File: config.mk
export PLATFORM = sky130hd
export DESIGN_NAME = pipeline_hazard_ctrl
export DESIGN_NICKNAME = d
export VERILOG_FILES = /design/src/rtl/pipeline_hazard_ctrl.sv
export SDC_FILE = /design/constraint.sdc
export NUM_CORES = 1
export LEC_CHECK = 0
export CORE_MARGIN = 3
export CORE_UTILIZATION = 40
export DETAILED_ROUTE_END_ITERATION = 7
export PLACE_DENSITY = 0.85
export SLEW_MARGIN = 20
export SYNTH_ARGS = -nofsm -noshare
export SYNTH_HDL_FRONTEND = slang
export SYNTH_SLANG_ARGS = --single-unit
export TNS_END_PERCENT = 1
File: constraint.sdc
create_clock -name i_Clk -period 3.8 [get_ports i_Clk]
set_input_delay 0.76 -clock i_Clk [delete_from_list [all_inputs] [get_ports i_Clk]]
set_output_delay 0.76 -clock i_Clk [all_outputs]
set_load 0.005 [all_outputs]
File: src/rtl/pipeline_hazard_ctrl.sv
// -----------------------------------------------------------------------------
// pipeline_hazard_ctrl
//
// Stall/flush sequencer for the 5-stage VeSPA pipeline (IF, DE, EX, MEM, WB).
// It handles the hazards that forwarding cannot resolve:
//   - load-use
//   - multi-cycle data-memory access
//   - taken branches
//   - HLT drain
//
// Parameters:
//   MEM_TIMEOUT   consecutive un-acked data-memory cycles before a fault (1..255)
//   DRAIN_CYCLES  cycles granted to older instructions after HLT (1..7)
//
// Optional feature:
//   HAZARD_PERF_CNT_EN  when defined, builds saturating 16-bit stall and flush
//                       counters. When undefined, both counter ports read 0.
//
// Ports:
//   i_Clk, i_Rst           clock (rising edge), async active-high reset
//   i_RdAddr1/2Decode      RF read addresses of the DE instruction
//   i_Uses1/2Decode        DE instruction really reads that address
//   i_RfWeExec, i_RfDstExec, i_RfDataInSelExec
//                          RF write info of the EX instruction (sel 01 = load)
//   i_MemReqMemory         MEM instruction accesses data memory
//   i_MemReady             data-memory ack
//   i_BranchTakenExec      taken branch/jump in EX
//   i_HaltExec             HLT in EX
//   i_Resume               pulse that leaves HALTED
//   o_PcWe, o_IfDeWe, o_DeExWe, o_ExMemWe
//                          pipeline register enables
//   o_IfDeFlush, o_DeExFlush, o_MemWbBubble
//                          NOP-insert strobes
//   o_Halted, o_MemTimeout core frozen / sticky memory timeout fault
//   o_StallCount, o_FlushCount
//                          performance counters
// -----------------------------------------------------------------------------
module pipeline_hazard_ctrl #(
    parameter int MEM_TIMEOUT  = 255,
    parameter int DRAIN_CYCLES = 3
) (
    input  logic        i_Clk,
    input  logic        i_Rst,
    input  logic [4:0]  i_RdAddr1Decode,
    input  logic [4:0]  i_RdAddr2Decode,
    input  logic        i_Uses1Decode,
    input  logic        i_Uses2Decode,
    input  logic        i_RfWeExec,
    input  logic [4:0]  i_RfDstExec,
    input  logic [1:0]  i_RfDataInSelExec,
    input  logic        i_MemReqMemory,
    input  logic        i_MemReady,
    input  logic        i_BranchTakenExec,
    input  logic        i_HaltExec,
    input  logic        i_Resume,
    output logic        o_PcWe,
    output logic        o_IfDeWe,
    output logic        o_IfDeFlush,
    output logic        o_DeExWe,
    output logic        o_DeExFlush,
    output logic        o_ExMemWe,
    output logic        o_MemWbBubble,
    output logic        o_Halted,
    output logic        o_MemTimeout,
    output logic [15:0] o_StallCount,
    output logic [15:0] o_FlushCount
);

    typedef enum logic [1:0] {
        ST_RUN      = 2'd0,
        ST_MEM_WAIT = 2'd1,
        ST_DRAIN    = 2'd2,
        ST_HALTED   = 2'd3
    } state_t;

    // The wait counter is compared against MEM_TIMEOUT-1 because the
    // comparison is made before the increment of the current wait cycle.
    localparam logic [7:0] TIMEOUT_LAST = 8'(MEM_TIMEOUT - 1);
    localparam logic [2:0] DRAIN_LAST   = 3'(DRAIN_CYCLES - 1);

    state_t      r_state;
    state_t      w_state_nxt;
    logic [7:0]  r_wait_cnt;
    logic [7:0]  w_wait_cnt_nxt;
    logic [2:0]  r_drain_cnt;
    logic [2:0]  w_drain_cnt_nxt;
    logic        r_mem_timeout;
    logic        w_timeout_set;

    logic        w_mem_stall;
    logic        w_load_use;
    logic        w_pc_we;
    logic        w_ifde_we;
    logic        w_ifde_flush;
    logic        w_deex_we;
    logic        w_deex_flush;
    logic        w_exmem_we;
    logic        w_memwb_bubble;

    // Hazard detection from the raw stage information.
    assign w_mem_stall = i_MemReqMemory & ~i_MemReady;
    assign w_load_use  = i_RfWeExec & (i_RfDataInSelExec == 2'b01) &
                         ((i_Uses1Decode & (i_RdAddr1Decode == i_RfDstExec)) |
                          (i_Uses2Decode & (i_RdAddr2Decode == i_RfDstExec)));

    // State, wait/drain counters and the sticky timeout flag.
    always_ff @(posedge i_Clk or posedge i_Rst) begin
        if (i_Rst) begin
            r_state       <= ST_RUN;
            r_wait_cnt    <= 8'd0;
            r_drain_cnt   <= 3'd0;
            r_mem_timeout <= 1'b0;
        end else begin
            r_state       <= w_state_nxt;
            r_wait_cnt    <= w_wait_cnt_nxt;
            r_drain_cnt   <= w_drain_cnt_nxt;
            r_mem_timeout <= r_mem_timeout | w_timeout_set;
        end
    end

    // Next-state and pipeline control decode.
    // MemStall outranks everything: the whole front of the pipe is frozen,
    // so a branch or load-use in EX/DE is simply held until memory acks.
    always_comb begin
        w_state_nxt     = r_state;
        w_wait_cnt_nxt  = 8'd0;
        w_drain_cnt_nxt = r_drain_cnt;
        w_timeout_set   = 1'b0;
        w_pc_we         = 1'b1;
        w_ifde_we       = 1'b1;
        w_ifde_flush    = 1'b0;
        w_deex_we       = 1'b1;
        w_deex_flush    = 1'b0;
        w_exmem_we      = 1'b1;
        w_memwb_bubble  = 1'b0;

        case (r_state)
            ST_RUN, ST_MEM_WAIT: begin
                if (w_mem_stall) begin
                    w_pc_we        = 1'b0;
                    w_ifde_we      = 1'b0;
                    w_deex_we      = 1'b0;
                    w_exmem_we     = 1'b0;
                    w_memwb_bubble = 1'b1;
                    if (r_wait_cnt >= TIMEOUT_LAST) begin
                        w_state_nxt    = ST_HALTED;
                        w_timeout_set  = 1'b1;
                        w_wait_cnt_nxt = 8'd0;
                    end else begin
                        w_state_nxt    = ST_MEM_WAIT;
                        w_wait_cnt_nxt = r_wait_cnt + 8'd1;
                    end
                end else if (i_HaltExec) begin
                    // Squash everything younger than HLT and stop fetching.
                    w_state_nxt     = ST_DRAIN;
                    w_drain_cnt_nxt = 3'd0;
                    w_pc_we         = 1'b0;
                    w_ifde_flush    = 1'b1;
                    w_deex_flush    = 1'b1;
                end else if (i_BranchTakenExec) begin
                    // A load-use at the same time is moot: its consumer is flushed.
                    w_state_nxt  = ST_RUN;
                    w_ifde_flush = 1'b1;
                    w_deex_flush = 1'b1;
                end else if (w_load_use) begin
                    w_state_nxt  = ST_RUN;
                    w_pc_we      = 1'b0;
                    w_ifde_we    = 1'b0;
                    w_deex_flush = 1'b1;
                end else begin
                    w_state_nxt = ST_RUN;
                end
            end

            ST_DRAIN: begin
                if (w_mem_stall) begin
                    // Freeze and pause the drain count while memory is busy.
                    w_pc_we        = 1'b0;
                    w_ifde_we      = 1'b0;
                    w_deex_we      = 1'b0;
                    w_exmem_we     = 1'b0;
                    w_memwb_bubble = 1'b1;
                    if (r_wait_cnt >= TIMEOUT_LAST) begin
                        w_state_nxt    = ST_HALTED;
                        w_timeout_set  = 1'b1;
                        w_wait_cnt_nxt = 8'd0;
                    end else begin
                        w_wait_cnt_nxt = r_wait_cnt + 8'd1;
                    end
                end else begin
                    w_pc_we      = 1'b0;
                    w_ifde_we    = 1'b0;
                    w_deex_flush = 1'b1;
                    if (r_drain_cnt >= DRAIN_LAST) begin
                        w_state_nxt     = ST_HALTED;
                        w_drain_cnt_nxt = 3'd0;
                    end else begin
                        w_drain_cnt_nxt = r_drain_cnt + 3'd1;
                    end
                end
            end

            ST_HALTED: begin
                w_pc_we        = 1'b0;
                w_ifde_we      = 1'b0;
                w_deex_we      = 1'b0;
                w_exmem_we     = 1'b0;
                w_memwb_bubble = 1'b1;
                // A timeout fault keeps the core frozen until reset.
                if (i_Resume && !r_mem_timeout) begin
                    w_state_nxt = ST_RUN;
                end else begin
                    w_state_nxt = ST_HALTED;
                end
            end

            default: begin
                w_state_nxt     = ST_RUN;
                w_drain_cnt_nxt = 3'd0;
                w_pc_we         = 1'b0;
                w_ifde_we       = 1'b0;
                w_deex_we       = 1'b0;
                w_exmem_we      = 1'b0;
                w_memwb_bubble  = 1'b1;
            end
        endcase
    end

    // Reset forces every stage to hold and inject NOPs.
    assign o_PcWe        = i_Rst ? 1'b0 : w_pc_we;
    assign o_IfDeWe      = i_Rst ? 1'b0 : w_ifde_we;
    assign o_IfDeFlush   = i_Rst ? 1'b1 : w_ifde_flush;
    assign o_DeExWe      = i_Rst ? 1'b0 : w_deex_we;
    assign o_DeExFlush   = i_Rst ? 1'b1 : w_deex_flush;
    assign o_ExMemWe     = i_Rst ? 1'b0 : w_exmem_we;
    assign o_MemWbBubble = i_Rst ? 1'b1 : w_memwb_bubble;
    assign o_Halted      = (r_state == ST_HALTED);
    assign o_MemTimeout  = r_mem_timeout;

`ifdef HAZARD_PERF_CNT_EN
    logic [15:0] r_stall_cnt;
    logic [15:0] r_flush_cnt;
    logic        w_stall_evt;
    logic        w_flush_evt;

    assign w_stall_evt = w_mem_stall | w_load_use | (r_state == ST_DRAIN);
    // Mirrors the branch-flush decode above: RUN/MEM_WAIT, no stall, no HLT.
    assign w_flush_evt = i_BranchTakenExec & ~w_mem_stall & ~i_HaltExec &
                         ((r_state == ST_RUN) | (r_state == ST_MEM_WAIT));

    // Saturating performance counters, cleared only by reset.
    always_ff @(posedge i_Clk or posedge i_Rst) begin
        if (i_Rst) begin
            r_stall_cnt <= 16'h0000;
            r_flush_cnt <= 16'h0000;
        end else begin
            if (w_stall_evt && (r_stall_cnt != 16'hFFFF)) begin
                r_stall_cnt <= r_stall_cnt + 16'h0001;
            end else begin
                r_stall_cnt <= r_stall_cnt;
            end
            if (w_flush_evt && (r_flush_cnt != 16'hFFFF)) begin
                r_flush_cnt <= r_flush_cnt + 16'h0001;
            end else begin
                r_flush_cnt <= r_flush_cnt;
            end
        end
    end

    assign o_StallCount = r_stall_cnt;
    assign o_FlushCount = r_flush_cnt;
`else
    assign o_StallCount = 16'h0000;
    assign o_FlushCount = 16'h0000;
`endif

endmodule
==> impl_metrics.yaml, run 1 <==
yosys:
  ys.flop_type: "dfrtp_1"
  syn_area_mm2: 0.00114
  synth_top_cell_by_area: "dfrtp_1"
  yosys-top-cells-area: "dfrtp_1 (31%), buf_4 (22%), xor2_1 (6.2%)"
  synth.distinct_cells: 36
  ys_seq_area_frac: 0.308
  synth-seq-cells: 14
  syn_inst: 122
  synth_top_area_frac: 0.308
  synth_edf_count: 0
  async_reset_ff_frac: 1.00
  ys_warn_count: 0
  avgSynthCellArea_um2: 9.33
floorplanning:
  die_h_um: 59.4
  die-area_mm2: 0.00352
  pin_count: 68
  die_x_um: 59.4
  core-area_mm2: 0.00259
  start_util: 0.440
  rows: 18
critical_path:
  cpPeakStageDelay_ns: 0.52
  crit_required_ns: 3.04
  arrival_ns: 2.53
  cp_cell_sequence: "clkdlybuf4s50_1 -> xnor2_1 -> nand4_1 -> nor4_2 -> nor2_1 -> o31a_1 -> clkdlybuf4s50_1"
  cp_slowest_cell: "clkdlybuf4s50_1"
  critical_path_class: "in2out"
  worst-path-buf-inv: 2
  crit_fanout: 3
  crit_family: "buffers and inverters"
  start_kind: "input port"
  crit_top_cell: "clkdlybuf4s50_1"
  endpoint_kind: "output pin"
placed_design:
  dp_hpwl_um: 2210
  io_buffers: 35
  gp_congestion: 0.850
cts:
  clockBufferDepth: 2
  tritoncts: "done"
  clock-sinks: 14
  cts_setup_buffers: 0
  path_clk_slew_ns: 0.08
  htreeDepth: 1
  post_cts_resize_count: 0
  cts_root_buffer: "clkbuf_4"
  clk_latency_ns: 0.28
  cts_buffers: 3
  postCtsHoldBufs: 0
detailed_routing:
  drc_errors: 0
  ant_nets: 0
  routed_wl_um: 2520
  drt_first_pass_iters: 4
  wire_per_inst_um: 13.4
  viasPerCell: 4.78
  vias: 899
  drt_iter0_drc: 21
timing:
  period_minus_slack_ns: 3.29
  finalSetupViolCount: 0
  slew_violations: 0
  hold_violations: 0
  period_share: 0.866
  fin_worst_skew_ns: 0.0142
  clock.fmax_mhz: 304
  fin_tns_setup_ns: 0
  rsz0062_at_grt: "false"
pwr:
  p_per_area_mw_per_mm2: 357
  max-vdd-ir-drop_mv: 0.280
  cellLeakagePower_uw: 0.000631
run:
  cap_violations: 0
finish:
  drive_above_1_share: 0.0823
  fin_util: 0.548
  final_common_cell: "clkdlybuf4s50_1"
  nFillCells: 233
  nNetsFinal: 190
  antenna_cells: 0
  areaGrowthSynthToFinish_pct: 24.7
  final_cell_mix: "clkdlybuf4s50_1 (35), conb_1 (32), dfrtp_1 (14)"
worst_hold_path:
  hold_class: "reg2reg"
grt:
  grt_max_degree: 11
  antenna_found_initial: 0
  grt_pass1_vias: 908
  overflow: 0
  grt_use_total: 0.155
  grt_first_pass_wirelength_um: 4040
outcome:
  status: "completed"
==> layer usage <==
metal,part of all wire,track usage
met5,0,0
met3,0.066,0.0305
met1,0.35,0.160
met4,0.030,0.0841
met2,0.55,0.289
==> path summary, 6_finish.rpt <==
kind / startpoint / endpoint / slack (ns) / cells past startpoint
min reg2reg: o_MemTimeout$_DFF_PP0_ / o_MemTimeout$_DFF_PP0_ / 0.50 / 1
max in group asynchronous: i_Rst / r_drain_cnt[0]$_DFFE_PP0P_ / 2.52 / 3
min in group asynchronous: i_Rst / r_state[0]$_DFFE_PP0P_ / 0.85 / 2
max reg2reg: r_wait_cnt[1]$_DFF_PP0_ / r_state[0]$_DFFE_PP0P_ / 2.23 / 5
min: o_MemTimeout$_DFF_PP0_ / o_MemTimeout$_DFF_PP0_ / 0.50 / 1
max: i_RfDstExec[2] / o_IfDeWe / 0.51 / 7
==> area by class of cell <==
class,instances,area [um2],share of cell area
multi-input cells,101,637,0.448
inverters,4,15.0,0.0106
well taps,30,37.5,0.0264
repair buffers,36,358,0.252
clock buffers,3,22.5,0.0159
flip-flops and latches,14,350,0.247
==> power by group <==
| part | internal, uW | total, uW | switching (uW) |
|---|---|---|---|
| Sequential | 174 | 205 | 31.6 |
| Combinational | 119 | 221 | 101 |
| Clock | 36.7 | 80.5 | 43.7 |
==> stage by stage <==
stage	total power, uW	instances	setup WS (ns)	area (um2)	hold slack (ns)
4_1_cts	511	188	0.498	1420	0.506
6_report	506	188	0.509	1420	0.501
3_5_place_dp	427	185	0.506	1400	0.488
5_1_grt	545	188	0.312	1420	0.532
2_1_floorplan	350	153	1.51	1250	0.473
3_3_place_gp	412	185	0.585	1400	0.465
==> kinds of logic after synthesis <==
family                     after synthesis  share of synthesized area
AOI/OAI and AO/OA                       14                      0.106
and+or+nand+nor                         36                      0.190
DFF                                     14                      0.308
xor gates and xnor gates                15                      0.115
adders and majority gates                3                     0.0330
other                                    1                    0.00329
muxes                                    1                    0.00989
buffers and inverters                   38                      0.235
==> registers in the layout (all words and copies together), names as in the netlist <==
| name | flops |
|---|---|
| r_drain_cnt | 3 |
| r_wait_cnt | 8 |
| r_state | 2 |
| o_MemTimeout | 1 |
==> worst reg2reg max path, delay by kind of cell (launching register included) <==
kind            cells  cell delay (ns)
compound gates      2             0.59
flops               1             0.49
fa+ha+maj           1             0.26
simple gates        2             0.11
==> Yosys cell counts (2+ instances only) <==
cell and instances:
a21oi_1 2, a22o_1 2, buf_4 33, dfrtp_1 14, ha_1 3, inv_1 4
nand2_1 2, nand2b_1 2, nand3_1 4, nand4_1 2, nor2_1 12, nor4_1 3
nor4_2 2, o21ai_0 2, xnor2_1 7, xor2_1 8
No activity file was read; power rests on OpenSTA's default activity.
==> run 2, diff against run 1 <==
--- a/config.mk
+++ b/config.mk
@@ -8,7 +8,9 @@
 export CORE_MARGIN = 3
 export CORE_UTILIZATION = 40
 export DETAILED_ROUTE_END_ITERATION = 7
+export HOLD_SLACK_MARGIN = 0.02
 export PLACE_DENSITY = 0.85
+export REMOVE_ABC_BUFFERS = 1
 export SLEW_MARGIN = 20
 export SYNTH_ARGS = -nofsm -noshare
 export SYNTH_HDL_FRONTEND = slang
==> run 2 against run 1 <==
Die area unchanged; flip-flop and latch count stayed put; clock skew down 0.011 ns; count of clock-buffer cells in the layout is 1 higher; sequential power hardly changed; non-clock buffer count unchanged; via count down 1.6%; register-to-register slack better by 0.02 ns; setup slack improved by 0.020 ns; largest cell class unchanged; largest power group unchanged.
==> impl_metrics.yaml, run 2 (synthesized netlist as in run 1, its figures left out) <==
outcome:
  status: "completed"
grt:
  grt_use_total: 0.142
  grt_pass1_vias: 927
  overflow: 0
  grt_max_degree: 12
  grt_first_pass_wirelength_um: 3770
  antenna_found_initial: 0
finish:
  areaGrowthSynthToFinish_pct: 25.9
  nNetsFinal: 190
  max_flop_register: "r_wait_cnt"
  largest_reg_flops: 8
  drive_above_1_share: 0.0881
  ff_latch_area_um2: 350
  antenna_cells: 0
  final_cell_mix: "clkdlybuf4s50_1 (35), conb_1 (32), dfrtp_1 (14)"
  nFillCells: 226
  multi_input_area_um2: 637
  final_common_cell: "clkdlybuf4s50_1"
  reg_top3: "r_wait_cnt: 8 flops, r_drain_cnt: 3 flops, r_state: 2 flops"
worst_hold_path:
  hold_class: "reg2reg"
  hold_depth: 1
  hp-start: "o_MemTimeout$_DFF_PP0_"
  min_to: "o_MemTimeout$_DFF_PP0_"
timing:
  period_share: 0.861
  clock.fmax_mhz: 306
  rsz0062_at_grt: "false"
  period_minus_slack_ns: 3.27
  slew_violations: 0
  fin_tns_setup_ns: 0
  fin_worst_skew_ns: 0.00359
  setup_slack_ns: 0.529
  whs_ns: 0.492
  finalSetupViolCount: 0
  hold_violations: 0
placed_design:
  io_buffers: 35
  gp_congestion: 0.799
  dp_slack_ns: 0.511
  dp_hpwl_um: 1960
pwr:
  sequentialPowerShare: 0.387
  p_sw_uw: 175
  max-vdd-ir-drop_mv: 0.244
  p_int_uw: 350
  p_per_area_mw_per_mm2: 366
  power_frac_clock: 0.205
  cellLeakagePower_uw: 0.000638
  swShare: 0.333
  power_frac_comb: 0.408
critical_path:
  start_kind: "input port"
  crit-reg2reg-launch: "r_wait_cnt[0]$_DFF_PP0_"
  endpoint_kind: "output pin"
  crit_required_ns: 3.04
  crit_fanout: 3
  critical_path_class: "in2out"
  reg2reg_depth: 6
  rrSetupSlack_ns: 2.25
  arrival_ns: 2.51
  worstReg2RegEnd: "r_state[0]$_DFFE_PP0P_"
floorplanning:
  die_x_um: 59.4
  die_h_um: 59.4
  core-area_mm2: 0.00259
  pin_count: 68
  start_util: 0.440
  die-area_mm2: 0.00352
  rows: 18
cts:
  tritoncts: "done"
  cts_root_buffer: "clkbuf_4"
  clk_latency_ns: 0.28
  postCtsHoldBufs: 0
  clockBufferDepth: 2
  path_clk_slew_ns: 0.08
  clock-sinks: 14
  htreeDepth: 1
  post_cts_resize_count: 0
  cts_setup_buffers: 0
  cts_buffers: 3
detailed_routing:
  viasPerCell: 4.68
  drt_first_pass_iters: 2
  vias: 885
  drc_errors: 0
  wire_per_inst_um: 11.9
  ant_nets: 0
  drt_iter0_drc: 19
  routed_wl_um: 2250
run:
  cap_violations: 0
## run 2: layer usage
| metal | vias up | GRT usage | part of all wire |
|---|---|---|---|
| met3 | 4 | 0.0458 | 0.10 |
| met2 | 53 | 0.261 | 0.51 |
| li1 | 425 | - | - |
| met1 | 403 | 0.145 | 0.36 |
| met4 | 0 | 0.0583 | 0.018 |
| met5 | - | 0 | 0 |
## run 2: worst max path at each step
| stage | from | endpoint | cells after the start |
|---|---|---|---|
| 2_1_floorplan | i_RfDataInSelExec[1] | o_IfDeWe | 4 |
| 3_3_place_gp | i_RfDstExec[3] | o_IfDeWe | 7 |
| 3_5_place_dp | i_RfDstExec[2] | o_IfDeWe | 7 |
| 4_1_cts | i_RfDstExec[2] | o_IfDeWe | 7 |
| 5_1_grt | i_RfDstExec[2] | o_IfDeWe | 7 |
| 6_report | i_RfDstExec[2] | o_IfDeWe | 7 |
## run 2: worst max-delay path: stages
cell             delay (ns)
clkdlybuf4s50_1        0.52
xnor2_1                0.14
nand4_1                0.10
nor4_1                 0.18
nor2_1                 0.11
o31a_1                 0.24
clkdlybuf4s50_1        0.44
## run 2: final cells by class
cell class                      count  share of cell area
Tap cell                           30              0.0262
Sequential cell                    14               0.244
Clock buffer                        4              0.0253
Inverter                            4              0.0105
Timing Repair Buffer               36               0.250
Multi-Input combinational cell    101               0.444
## run 2: metrics by stage
step / cells / cell area [um2] / util / total power (uW)
CTS: 189 / 1430 / 0.554 / 533
global placement: 185 / 1400 / 0.540 / 413
global route: 189 / 1430 / 0.554 / 568
finish: 189 / 1430 / 0.554 / 525
floorplan: 119 / 1000 / - / 318
detailed placement: 185 / 1400 / 0.540 / 423
## run 2: power groups by stage
stage	Sequential, uW	Clock (uW)	Combinational, uW
detailed placement	206	0	217
floorplan	198	0	120
CTS	204	112	217
finish	203	108	214
global route	208	118	243
global placement	204	0	210
==> run 3, diff against run 2 <==
--- a/config.mk
+++ b/config.mk
@@ -11,6 +11,7 @@
 export HOLD_SLACK_MARGIN = 0.02
 export PLACE_DENSITY = 0.85
 export REMOVE_ABC_BUFFERS = 1
+export SETUP_SLACK_MARGIN = 0.5
 export SLEW_MARGIN = 20
 export SYNTH_ARGS = -nofsm -noshare
 export SYNTH_HDL_FRONTEND = slang
==> run 3 against run 2 <==
Final cell count did not move; critical path depth did not move; flip-flop and latch count did not move; sequential power barely moved; first-iteration DRC count fell by 5.3%; global-route usage did not move; worst hold slack barely moved; setup slack improved by 0.0091 ns; clock power barely moved; design area rose by 0.44%; critical path type unchanged; critical endpoint unchanged.
==> impl_metrics.yaml, run 3 (synthesized netlist as in run 1, its figures left out) <==
cts:
  tritoncts: "done"
  htreeDepth: 1
  clock-sinks: 14
  path_clk_slew_ns: 0.08
  clk_latency_ns: 0.28
  cts_buffers: 3
  cts_setup_buffers: 0
  cts_root_buffer: "clkbuf_4"
  clockBufferDepth: 2
detailed_routing:
  viasPerCell: 4.68
  routed_wl_um: 2270
  drc_errors: 0
  drt_first_pass_iters: 2
  vias: 885
  wire_per_inst_um: 12.0
  ant_nets: 0
  drt_iter0_drc: 18
placed_design:
  io_buffers: 35
  gp_congestion: 0.799
  dp_hpwl_um: 1960
  dpl-instance-area_mm2: 0.00140
timing:
  hold_violations: 0
  period_minus_slack_ns: 3.26
  finalSetupViolCount: 0
  rsz0062_at_grt: "true"
  slew_violations: 0
  fin_tns_setup_ns: 0
  period_share: 0.858
  whs_ns: 0.492
  clock.fmax_mhz: 307
  fin_worst_skew_ns: 0.00360
pwr:
  power_frac_comb: 0.409
  p_per_area_mw_per_mm2: 365
  power_frac_clock: 0.205
  sequentialPowerShare: 0.387
  cellLeakagePower_uw: 0.000638
  p_sw_uw: 176
  max-vdd-ir-drop_mv: 0.244
  p_int_uw: 350
  total_power_uw: 526
  swShare: 0.334
critical_path:
  arrival_ns: 2.50
  cpPeakStageDelay_ns: 0.52
  start_kind: "input port"
  crit_top_cell: "clkdlybuf4s50_1"
  crit_fanout: 3
  cp_slowest_cell: "clkdlybuf4s50_1"
  cp_cell_sequence: "clkdlybuf4s50_1 -> xnor2_1 -> nand4_1 -> nor4_2 -> nor2_1 -> o31a_1 -> clkdlybuf4s50_1"
  crit_required_ns: 3.04
  endpoint_kind: "output pin"
  critical_path_class: "in2out"
grt:
  use_met1: 0.145
  grt_first_pass_wirelength_um: 3770
  antenna_found_initial: 0
  gr-usage-met3: 0.0458
  grt_use_total: 0.142
  gr-usage-met2: 0.261
  grt_pass1_vias: 927
  gr-max-usage-layer: "met2"
  grt_max_degree: 12
  overflow: 0
outcome:
  status: "completed"
floorplanning:
  rows: 18
  pin_count: 68
  die-area_mm2: 0.00352
  die_h_um: 59.4
  start_util: 0.440
  die_x_um: 59.4
  core-area_mm2: 0.00259
finish:
  largest_reg_flops: 8
  reg_top3: "r_wait_cnt: 8 flops, r_drain_cnt: 3 flops, r_state: 2 flops"
  final_cell_mix: "clkdlybuf4s50_1 (35), conb_1 (32), dfrtp_1 (14)"
  max_flop_register: "r_wait_cnt"
  antenna_cells: 0
  nNetsFinal: 190
  drive_above_1_share: 0.0943
  fin_area_mm2: 0.00144
  final_common_cell: "clkdlybuf4s50_1"
  areaGrowthSynthToFinish_pct: 26.5
  nFillCells: 226
run:
  cap_violations: 0
worst_hold_path:
  hold_class: "reg2reg"
run 3: changes by cell type in the layout (fill, tap and decap cells not counted):
cell | previous run | this run
nor4_2 | 2 | 3
nor4_1 | 3 | 2
run 3: repair_timing:
action | CTS | global route
hold buffers | 0 | 0
setup endpoints to repair | 0 | 3
resized for setup | 0 | 1
run 3: worst max-delay path: cells and delay by family:
family          cells  cell delay [ns]
compound gates      1             0.24
xor+xnor            1             0.14
simple gates        3             0.40
buf+inv             2             0.96
run 3: power by group through the flow:
stage	clock [uW]	sequential, uW	combinational (uW)
5_1_grt	118	208	243
3_5_place_dp	0	206	217
4_1_cts	112	204	217
2_1_floorplan	0	198	120
6_report	108	203	215
3_3_place_gp	0	204	210
run 3: path summary, 6_finish.rpt:
check	from	endpoint	slack (ns)	cells past startpoint
max	i_RfDstExec[2]	o_IfDeWe	0.54	7
min	o_MemTimeout$_DFF_PP0_	o_MemTimeout$_DFF_PP0_	0.49	1
max reg2reg	r_wait_cnt[0]$_DFF_PP0_	r_state[0]$_DFFE_PP0P_	2.25	6
min reg2reg	o_MemTimeout$_DFF_PP0_	o_MemTimeout$_DFF_PP0_	0.49	1
max in group asynchronous	i_Rst	r_wait_cnt[6]$_DFF_PP0_	2.61	3
min in group asynchronous	i_Rst	o_MemTimeout$_DFF_PP0_	0.79	2
run 3: routing by layer:
metal	part of all wire	wire, um
met4	0.018	40
met3	0.10	238
met2	0.51	1170
met5	0	0
met1	0.36	828
run 3: per-stage QoR:
stage | util | worst slack, ns | instances
global route | 0.556 | 0.445 | 189
CTS | 0.554 | 0.501 | 189
finish | 0.556 | 0.538 | 189
detailed placement | 0.540 | 0.511 | 185
global placement | 0.540 | 0.570 | 185
floorplan | - | 1.51 | 119
run 3: area by class of cell:
type                       instances  area (um2)  area share
sequential                        14         350       0.243
inverter                           4        15.0      0.0104
clock buffer                       4        36.3      0.0252
tap                               30        37.5      0.0261
multi-input combinational        101         643       0.447
timing repair buffer              36         358       0.248
